File: src/rtl/rtc_bus_pkg.sv
// rtc_bus_pkg: shared definitions for the RTC parallel-bus writer and reader.
//   - RTC register addresses for the clock, date and timer groups
//   - default commit command address/data
//   - bus FSM state encoding and the group enum
package rtc_bus_pkg;

  localparam logic [7:0] ADDR_SEG_HORA   = 8'h21;
  localparam logic [7:0] ADDR_MIN_HORA   = 8'h22;
  localparam logic [7:0] ADDR_HORA_HORA  = 8'h23;
  localparam logic [7:0] ADDR_DIA_FECHA  = 8'h24;
  localparam logic [7:0] ADDR_MES_FECHA  = 8'h25;
  localparam logic [7:0] ADDR_JAHR_FECHA = 8'h26;
  localparam logic [7:0] ADDR_DIA_SEMANA = 8'h27;
  localparam logic [7:0] ADDR_SEG_TIMER  = 8'h41;
  localparam logic [7:0] ADDR_MIN_TIMER  = 8'h42;
  localparam logic [7:0] ADDR_HORA_TIMER = 8'h43;

  localparam logic [7:0] CMD_ADDR_DFLT   = 8'hF0;
  localparam logic [7:0] CMD_DATA_DFLT   = 8'hF1;

  // Longest list: four date registers plus the commit transaction.
  localparam int MAX_ITEMS = 5;

  typedef enum logic [2:0] {
    ST_IDLE,
    ST_LOAD,
    ST_A_LO,
    ST_A_HI,
    ST_D_LO,
    ST_D_HI,
    ST_GAP,
    ST_DONE
  } state_t;

  // Values double as bit positions in the pending vector.
  typedef enum logic [1:0] {
    G_HORA  = 2'd0,
    G_FECHA = 2'd1,
    G_TIMER = 2'd2
  } group_t;

endpackage

File: src/rtl/rtc_bus_writer_timer.sv
// rtc_phase_timer: loadable down-counter with terminal-count flag.
//   clk, reset : clock, async active-high reset
//   load       : load value into the counter this cycle
//   value      : phase length in cycles (>= 1)
//   tc         : high during the last cycle of the loaded phase (count == 1)
// The counter holds at 1 once it gets there, so tc stays high until reloaded.
module rtc_phase_timer #(
  parameter int W = 3
) (
  input  logic         clk,
  input  logic         reset,
  input  logic         load,
  input  logic [W-1:0] value,
  output logic         tc
);

  logic [W-1:0] count;

  always_ff @(posedge clk or posedge reset) begin
    if (reset) begin
      count <= '0;
    end else if (load) begin
      count <= value;
    end else if (count > W'(1)) begin
      count <= count - W'(1);
    end
  end

  assign tc = (count == W'(1));

endmodule

File: src/rtl/rtc_bus_writer.sv
// rtc_bus_writer: writes clock/date/timer register groups into the external
// RTC over the multiplexed address/data bus, ending every group with a
// commit transaction.
//   clk, reset            : clock, async active-high reset
//   start_hora/fecha/timer: one-cycle requests, latched as pending bits
//   *_hora, *_fecha, dia_semana, *_timer : BCD source values
//   ad_out, ad_oe         : AD pad data and tristate enable
//   cs_n, wr_n, rd_n, a_d : bus control (rd_n tied high)
//   busy, done            : group in progress / one-cycle group completion
module rtc_bus_writer
  import rtc_bus_pkg::*;
#(
  parameter int unsigned T_PULSE  = 4,
  parameter int unsigned T_GAP    = 2,
  parameter logic [7:0]  CMD_ADDR = CMD_ADDR_DFLT,
  parameter logic [7:0]  CMD_DATA = CMD_DATA_DFLT
) (
  input  logic       clk,
  input  logic       reset,
  input  logic       start_hora,
  input  logic       start_fecha,
  input  logic       start_timer,
  input  logic [7:0] seg_hora,
  input  logic [7:0] min_hora,
  input  logic [7:0] hora_hora,
  input  logic [7:0] dia_fecha,
  input  logic [7:0] mes_fecha,
  input  logic [7:0] jahr_fecha,
  input  logic [7:0] dia_semana,
  input  logic [7:0] seg_timer,
  input  logic [7:0] min_timer,
  input  logic [7:0] hora_timer,
  output logic [7:0] ad_out,
  output logic       ad_oe,
  output logic       cs_n,
  output logic       wr_n,
  output logic       rd_n,
  output logic       a_d,
  output logic       busy,
  output logic       done
);

  localparam int unsigned T_MAX = (T_PULSE > T_GAP) ? T_PULSE : T_GAP;
  localparam int          TW    = $clog2(T_MAX + 1);

  state_t       state;
  group_t       sel;
  logic [2:0]   pending;
  logic [2:0]   clr_mask;
  logic [2:0]   start_vec;
  logic [2:0]   idx;
  logic [2:0]   last;
  logic [2:0]   load_last;
  logic [7:0]   snap_addr [MAX_ITEMS];
  logic [7:0]   snap_data [MAX_ITEMS];
  logic [7:0]   load_addr [MAX_ITEMS];
  logic [7:0]   load_data [MAX_ITEMS];
  logic         tmr_load;
  logic [TW-1:0] tmr_val;
  logic         tc;

  assign start_vec = {start_timer, start_fecha, start_hora};
  assign rd_n      = 1'b1;

  // Fixed priority: hora > fecha > timer.
  always_comb begin
    if (pending[0])      sel = G_HORA;
    else if (pending[1]) sel = G_FECHA;
    else                 sel = G_TIMER;
  end

  always_comb begin
    clr_mask = 3'b000;
    if (state == ST_LOAD) begin
      case (sel)
        G_HORA:  clr_mask = 3'b001;
        G_FECHA: clr_mask = 3'b010;
        default: clr_mask = 3'b100;
      endcase
    end
  end

  // A new request in the same cycle its bit is cleared wins, so it is
  // served again after the current transfer.
  always_ff @(posedge clk or posedge reset) begin
    if (reset) begin
      pending <= 3'b000;
    end else begin
      pending <= (pending & ~clr_mask) | start_vec;
    end
  end

  // Transaction list for the selected group, commit always last.
  always_comb begin
    for (int i = 0; i < MAX_ITEMS; i++) begin
      load_addr[i] = 8'h00;
      load_data[i] = 8'h00;
    end
    load_last = 3'd3;
    case (sel)
      G_HORA: begin
        load_addr[0] = ADDR_SEG_HORA;   load_data[0] = seg_hora;
        load_addr[1] = ADDR_MIN_HORA;   load_data[1] = min_hora;
        load_addr[2] = ADDR_HORA_HORA;  load_data[2] = hora_hora;
        load_addr[3] = CMD_ADDR;        load_data[3] = CMD_DATA;
      end
      G_FECHA: begin
        load_addr[0] = ADDR_DIA_FECHA;  load_data[0] = dia_fecha;
        load_addr[1] = ADDR_MES_FECHA;  load_data[1] = mes_fecha;
        load_addr[2] = ADDR_JAHR_FECHA; load_data[2] = jahr_fecha;
        load_addr[3] = ADDR_DIA_SEMANA; load_data[3] = dia_semana;
        load_addr[4] = CMD_ADDR;        load_data[4] = CMD_DATA;
        load_last    = 3'd4;
      end
      default: begin
        load_addr[0] = ADDR_SEG_TIMER;  load_data[0] = seg_timer;
        load_addr[1] = ADDR_MIN_TIMER;  load_data[1] = min_timer;
        load_addr[2] = ADDR_HORA_TIMER; load_data[2] = hora_timer;
        load_addr[3] = CMD_ADDR;        load_data[3] = CMD_DATA;
      end
    endcase
  end

  // The timer reloads on every timed-state entry; only the GAP entry
  // (leaving D_HI) uses the gap length.
  always_comb begin
    tmr_load = (state == ST_LOAD) ||
               (tc && (state == ST_A_LO || state == ST_A_HI ||
                       state == ST_D_LO || state == ST_D_HI || state == ST_GAP));
    tmr_val  = (state == ST_D_HI) ? TW'(T_GAP) : TW'(T_PULSE);
  end

  rtc_phase_timer #(.W(TW)) u_timer (
    .clk   (clk),
    .reset (reset),
    .load  (tmr_load),
    .value (tmr_val),
    .tc    (tc)
  );

  // Outputs are assigned on the transition into each state so they are
  // registered and valid for the whole state.
  always_ff @(posedge clk or posedge reset) begin
    if (reset) begin
      state  <= ST_IDLE;
      idx    <= 3'd0;
      last   <= 3'd0;
      cs_n   <= 1'b1;
      wr_n   <= 1'b1;
      a_d    <= 1'b0;
      ad_oe  <= 1'b0;
      ad_out <= 8'h00;
      busy   <= 1'b0;
      done   <= 1'b0;
      for (int i = 0; i < MAX_ITEMS; i++) begin
        snap_addr[i] <= 8'h00;
        snap_data[i] <= 8'h00;
      end
    end else begin
      case (state)
        ST_IDLE: begin
          done <= 1'b0;
          if (pending != 3'b000) state <= ST_LOAD;
        end
        ST_LOAD: begin
          for (int i = 0; i < MAX_ITEMS; i++) begin
            snap_addr[i] <= load_addr[i];
            snap_data[i] <= load_data[i];
          end
          last   <= load_last;
          idx    <= 3'd0;
          busy   <= 1'b1;
          cs_n   <= 1'b0;
          a_d    <= 1'b0;
          ad_oe  <= 1'b1;
          ad_out <= load_addr[0];
          wr_n   <= 1'b0;
          state  <= ST_A_LO;
        end
        ST_A_LO: begin
          if (tc) begin
            wr_n  <= 1'b1;
            state <= ST_A_HI;
          end
        end
        ST_A_HI: begin
          // Address-to-data switch lands on the same edge wr_n falls.
          if (tc) begin
            a_d    <= 1'b1;
            ad_out <= snap_data[idx];
            wr_n   <= 1'b0;
            state  <= ST_D_LO;
          end
        end
        ST_D_LO: begin
          if (tc) begin
            wr_n  <= 1'b1;
            state <= ST_D_HI;
          end
        end
        ST_D_HI: begin
          if (tc) begin
            cs_n   <= 1'b1;
            ad_oe  <= 1'b0;
            a_d    <= 1'b0;
            ad_out <= 8'h00;
            state  <= ST_GAP;
          end
        end
        ST_GAP: begin
          if (tc) begin
            if (idx == last) begin
              busy  <= 1'b0;
              done  <= 1'b1;
              state <= ST_DONE;
            end else begin
              idx    <= idx + 3'd1;
              cs_n   <= 1'b0;
              ad_oe  <= 1'b1;
              ad_out <= snap_addr[idx + 3'd1];
              wr_n   <= 1'b0;
              state  <= ST_A_LO;
            end
          end
        end
        ST_DONE: begin
          done  <= 1'b0;
          state <= ST_IDLE;
        end
        default: state <= ST_IDLE;
      endcase
    end
  end

endmodule
File: config.mk
export PLATFORM = sky130hd
export DESIGN_NAME = rtc_bus_writer
export DESIGN_NICKNAME = d
export VERILOG_FILES = /design/src/rtl/rtc_bus_pkg.sv /design/src/rtl/rtc_bus_writer_timer.sv /design/src/rtl/rtc_bus_writer.sv
export SDC_FILE = /design/constraint.sdc
export NUM_CORES = 1
export LEC_CHECK = 0
export BUFFER_PORTS_ARGS = -buffer_cell sky130_fd_sc_hd__buf_2
export CORE_ASPECT_RATIO = 1.25
export CORE_MARGIN = 4
export CORE_UTILIZATION = 45
export DETAILED_ROUTE_END_ITERATION = 10
export PLACE_DENSITY = 0.72
export SYNTH_ARGS = -nofsm -noshare
export SYNTH_HDL_FRONTEND = slang
export SYNTH_SLANG_ARGS = --single-unit
File: constraint.sdc
create_clock -name clk -period 1.9 [get_ports clk]
set_input_delay 0 -clock clk [delete_from_list [all_inputs] [get_ports clk]]
set_output_delay 0 -clock clk [all_outputs]
set_load 0.03 [all_outputs]
==> impl_summary.txt <==
----------------------------------------------------
[Status]
  Status ... finished clean

[Floorplanning]
  Number of core rows ... 36
  Core area ... 0.00793 mm^2
  Area of the die ... 0.00980 mm^2
  Initial core utilization ... 0.469
  Io pins ... 100
  Chip width ... 89.3 um
  Chip height ... 110 um

[Global route]
  Remaining Overflow, GRT ... 0
  Most used routing layer ... met2
  Met2 layer usage reported by global route ... 0.363
  Number of global-route vias before repair ... 3431
  Met3 track utilization from global routing ... 0.0412
  Global-route track usage on met1 ... 0.251
  Initial antenna violation count ... 0
  GRT Overall Usage ... 0.210
  Largest net degree at the start of global routing ... 74
  Wire length of the first global-routing pass ... 15800 um

[Job]
  Max-cap check violation count ... 0

[Cells and area]
  Area of the multi-input gates ... 0.00194 mm^2
  Fillcell total ... 654
  # diodes ... 0
  Share of post-route cells with drive strength above 1 ... 0.307
  Total area of sequential cells ... 0.00161 mm^2
  Area overhead of the layout relative to synthesis ... 36.2%
  Post-layout utilization of the core ... 0.639
  Nets ... 644
  Final non-filler cell total ... 656

[Power]
  Leak pwr ... 0.00251 uW
  Part of the total power dissipated in the clock network ... 0.191
  Internal Dissipation ... 4360 uW
  Fraction of power consumed by sequential logic ... 0.326
  Worst supply voltage drop on vdd ... 0.000903 V
  Fraction of power spent switching nets ... 0.390
  Power Dens Cells ... 1410 mW/mm^2
  Comb power frac ... 0.484
  Sw power ... 2790 uW

[Routing]
  Average detailed-routed wire length per instance ... 15.2 um
  Number of remaining DRC errors ... 0
  Initial DRC count ... 135
  Antenna-violating nets left ... 0
  First-pass iteration count of the detailed router ... 4
  Detailed-route vias per instance ... 5.31
  Via count ... 3484
  Total length of routed wires ... 9990 um

[Timing]
  Min cycle time layout ... 1840 ps
  Number of failing hold endpoints at the final stage ... 0
  Total setup violations reported at the end of the flow ... 0
  Pins Over Slew Limit ... 0
  Final period utilization ... 0.969
  Headroom to the max-slew limit ... 0.665
  Slew @ Worst Pin ... 502 ps
  Maximum clock rate ... 543 MHz
  Final critical-path setup slack ... 58.5 ps
  Max Clock Skew ... 8.36 ps

[Hold path]
  Hold crit path type ... input pin to flop
  Number of stages on the worst hold path ... 5
  Endpoint of the worst hold-timing path ... snap_data[18]$_DFFE_PP0P_
  Worst hold start ... hora_timer[2]

[Clock tree]
  Num CTS Buffers ... 9
  Max Root-Sink Buffers ... 2
  Source-to-sink clock delay at the later pin of the worst-skew pair ... 350 ps
  # clock sinks ... 64
  Clock tree from TritonCTS ... yes
  Clock slew seen by the registers of the worst setup and hold paths ... 70 ps
  Root buffer cell ... clkbuf_8
  Clock H-tree levels ... 3

[Critical path]
  Worst reg2reg setup slack ... 60 ps
  Max stage delay cell, worst path ... dfrtp_2
  Reg-to-Reg End ... ad_out[5]$_DFFE_PP0P_
  Worst setup EP type ... flop
  Depth of the worst register-to-register path ... 6
  Sequence of cells on the critical path ... ha_4, nand2b_1, mux2_2, o211ai_1, nand3_1, mux2_4
  Category of the most critical setup path ... flop to flop
  Data arrival time of the critical path ... 2070 ps
  Crit path required time ... 2130 ps
  Slowest Stage Delay on Critical Path ... 460 ps
  Reg-to-reg critical path startpoint ... idx[0]$_DFFE_PP0P_
  Critical path peak fanout ... 5
  Startpoint types ... flop

[Synth]
  Number of instances in the synthesized netlist ... 410
  Avg Inst Size Synth ... 9.08 um^2
  Cell area after synthesis ... 0.00372 mm^2
  #FFs+latches synth ... 64
  Proportion of register bits with asynchronous set or reset after synthesis ... 1.00
  Share of the synthesized area in the top cell type ... 0.417
  Cell types occupying the most area after synthesis ... dfrtp_1 42%, mux2i_1 7.0%, nand2_1 6.2%
  Yosys warning total ... 0
  Number of flops mapped to enable cells by yosys ... 0
  Number of distinct library cells after synthesis ... 59
  Cell type contributing the most total cell area after synthesis ... dfrtp_1
  Sequential-to-total area share from yosys stat ... 0.431
  Main flop type after synthesis ... dfrtp_1
  Mapped Nets ... 498

[Placement]
  Dpl hpwl ... 7290 um
  Setup slack after placement ... -93.3 ps
  Final weighted congestion in routability-driven placement ... 0.899
  Placed cell count ... 603
  Count of input and output buffers ... 98

----------------------------------------------------
==> worst max-delay path by stage <==
stage,from,end,slack (ps),cells after the start
2_1_floorplan,idx[0]$_DFFE_PP0P_,ad_out[5]$_DFFE_PP0P_,140,6
3_3_place_gp,u_timer.count[1]$_DFFE_PP0P_,ad_out[5]$_DFFE_PP0P_,-50,6
3_5_place_dp,u_timer.count[0]$_DFFE_PP0P_,ad_out[5]$_DFFE_PP0P_,-90,5
4_1_cts,idx[0]$_DFFE_PP0P_,ad_out[5]$_DFFE_PP0P_,20,6
5_1_grt,idx[0]$_DFFE_PP0P_,ad_out[5]$_DFFE_PP0P_,-4,6
6_report,idx[0]$_DFFE_PP0P_,ad_out[5]$_DFFE_PP0P_,60,6
==> cell usage in the layout, fill, tap and decap left out, types with 2 or more instances in the layout <==
| cell type | count |
|---|---|
| dfstp_2 | 2 |
| nor3_1 | 4 |
| nor2b_1 | 5 |
| buf_12 | 3 |
| o21ai_1 | 2 |
| inv_1 | 6 |
| buf_4 | 29 |
| nand3_1 | 2 |
| nand2_1 | 61 |
| nand4_1 | 3 |
| dfrtp_1 | 60 |
| mux4_2 | 8 |
| dfrtp_2 | 2 |
| xnor2_1 | 4 |
| mux2_2 | 3 |
| clkbuf_8 | 12 |
| o21a_1 | 2 |
| clkbuf_1 | 2 |
| a21o_1 | 5 |
| nor2_1 | 49 |
| nand3b_1 | 3 |
| o22ai_1 | 3 |
| mux2i_1 | 26 |
| dlygate4sd3_1 | 36 |
| o32ai_1 | 2 |
| o22a_1 | 2 |
| a22o_1 | 4 |
| and2_1 | 3 |
| ha_1 | 2 |
| o21ai_0 | 43 |
| a21oi_1 | 38 |
| nand2b_1 | 5 |
| bufinv_16 | 2 |
| buf_2 | 98 |
==> cells in the mapped netlist, types with 2 or more instances <==
master	instances
a21o_1	5
a21oi_1	38
a22o_1	4
and2_1	3
buf_1	4
buf_2	8
buf_4	2
buf_6	4
clkbuf_1	13
dfrtp_1	62
dfstp_2	2
ha_1	3
inv_1	7
mux2_2	3
mux2i_1	26
mux4_2	8
nand2_1	61
nand2b_1	5
nand3_1	2
nand3b_1	3
nand4_1	3
nor2_1	49
nor2b_1	5
nor3_1	4
o21a_1	2
o21ai_0	43
o21ai_1	2
o22a_1	2
o22ai_1	3
o32ai_1	2
xnor2_1	4
==> registers in the layout, indices dropped and copies added, names as in the netlist <==
register	count
u_timer.count	3
ad_out	8
last	1
busy	1
snap_addr	5
a_d	1
idx	3
pending	3
ad_oe	1
cs_n	1
state	3
wr_n	1
snap_data	32
done	1
==> cell type report <==
| type | count | share of cell area |
|---|---|---|
| flip-flops and latches | 64 | 0.317 |
| clock buffers | 14 | 0.0341 |
| well taps | 95 | 0.0235 |
| clock inverters | 2 | 0.0118 |
| repair buffers | 167 | 0.225 |
| multi-input cells | 307 | 0.384 |
| inverters | 7 | 0.00518 |
==> logic make-up after synthesis <==
| group | count (synthesis) | synth area share |
|---|---|---|
| AOI/OAI and AO/OA | 116 | 0.186 |
| xor gates and xnor gates | 5 | 0.0118 |
| adders and majority gates | 4 | 0.0128 |
| buffers and inverters | 39 | 0.0551 |
| DFF | 64 | 0.431 |
| muxes | 38 | 0.131 |
| other | 1 | 0.00101 |
| and+or+nand+nor | 143 | 0.171 |
==> what timing repair did <==
action / CTS / global route
hold buffers: 36 / 0
resized for setup: 4 / 4
gates cloned: 0 / 0
endpoints found under the setup margin: 3 / 3
hold endpoints to repair: 55 / 0
buffers inserted: 0 / 1
==> power by group through the flow <==
stage / sequential, uW / clock, uW / combinational, uW
finish: 2330 / 1360 / 3460
global route: 2380 / 1430 / 3830
CTS: 2320 / 1380 / 3420
detailed placement: 2330 / 0 / 3340
global placement: 2310 / 0 / 3260
floorplan: 2370 / 0 / 2320
==> critical path: cells and delay by family (launching register included) <==
kind	cells	cell delay, ps
adder cells (fa/ha/maj)	1	260
AO/OA/AOI/OAI	1	180
flip-flops	1	460
AND/OR/NAND/NOR	2	220
multiplexers	2	610
==> stage by stage <==
| step | total power (uW) | hold WS, ps | area, um^2 | TNS (ps) |
|---|---|---|---|---|
| 6_report | 7150 | 61.8 | 5070 | 0 |
| 5_1_grt | 7640 | 106 | 5070 | -3.80 |
| 4_1_cts | 7120 | 57.5 | 5040 | 0 |
| 3_5_place_dp | 5670 | 63.1 | 4430 | -243 |
| 3_3_place_gp | 5570 | 60.6 | 4430 | -45.5 |
| 2_1_floorplan | 4690 | 92.3 | 3720 | 0 |
==> routing by layer <==
layer,vias to the layer above,wire [um]
li1,1733,-
met1,1621,4110
met2,111,5160
met3,19,520
met4,0,197
met5,-,0
Note: power is estimated with default switching activity, not from simulation.
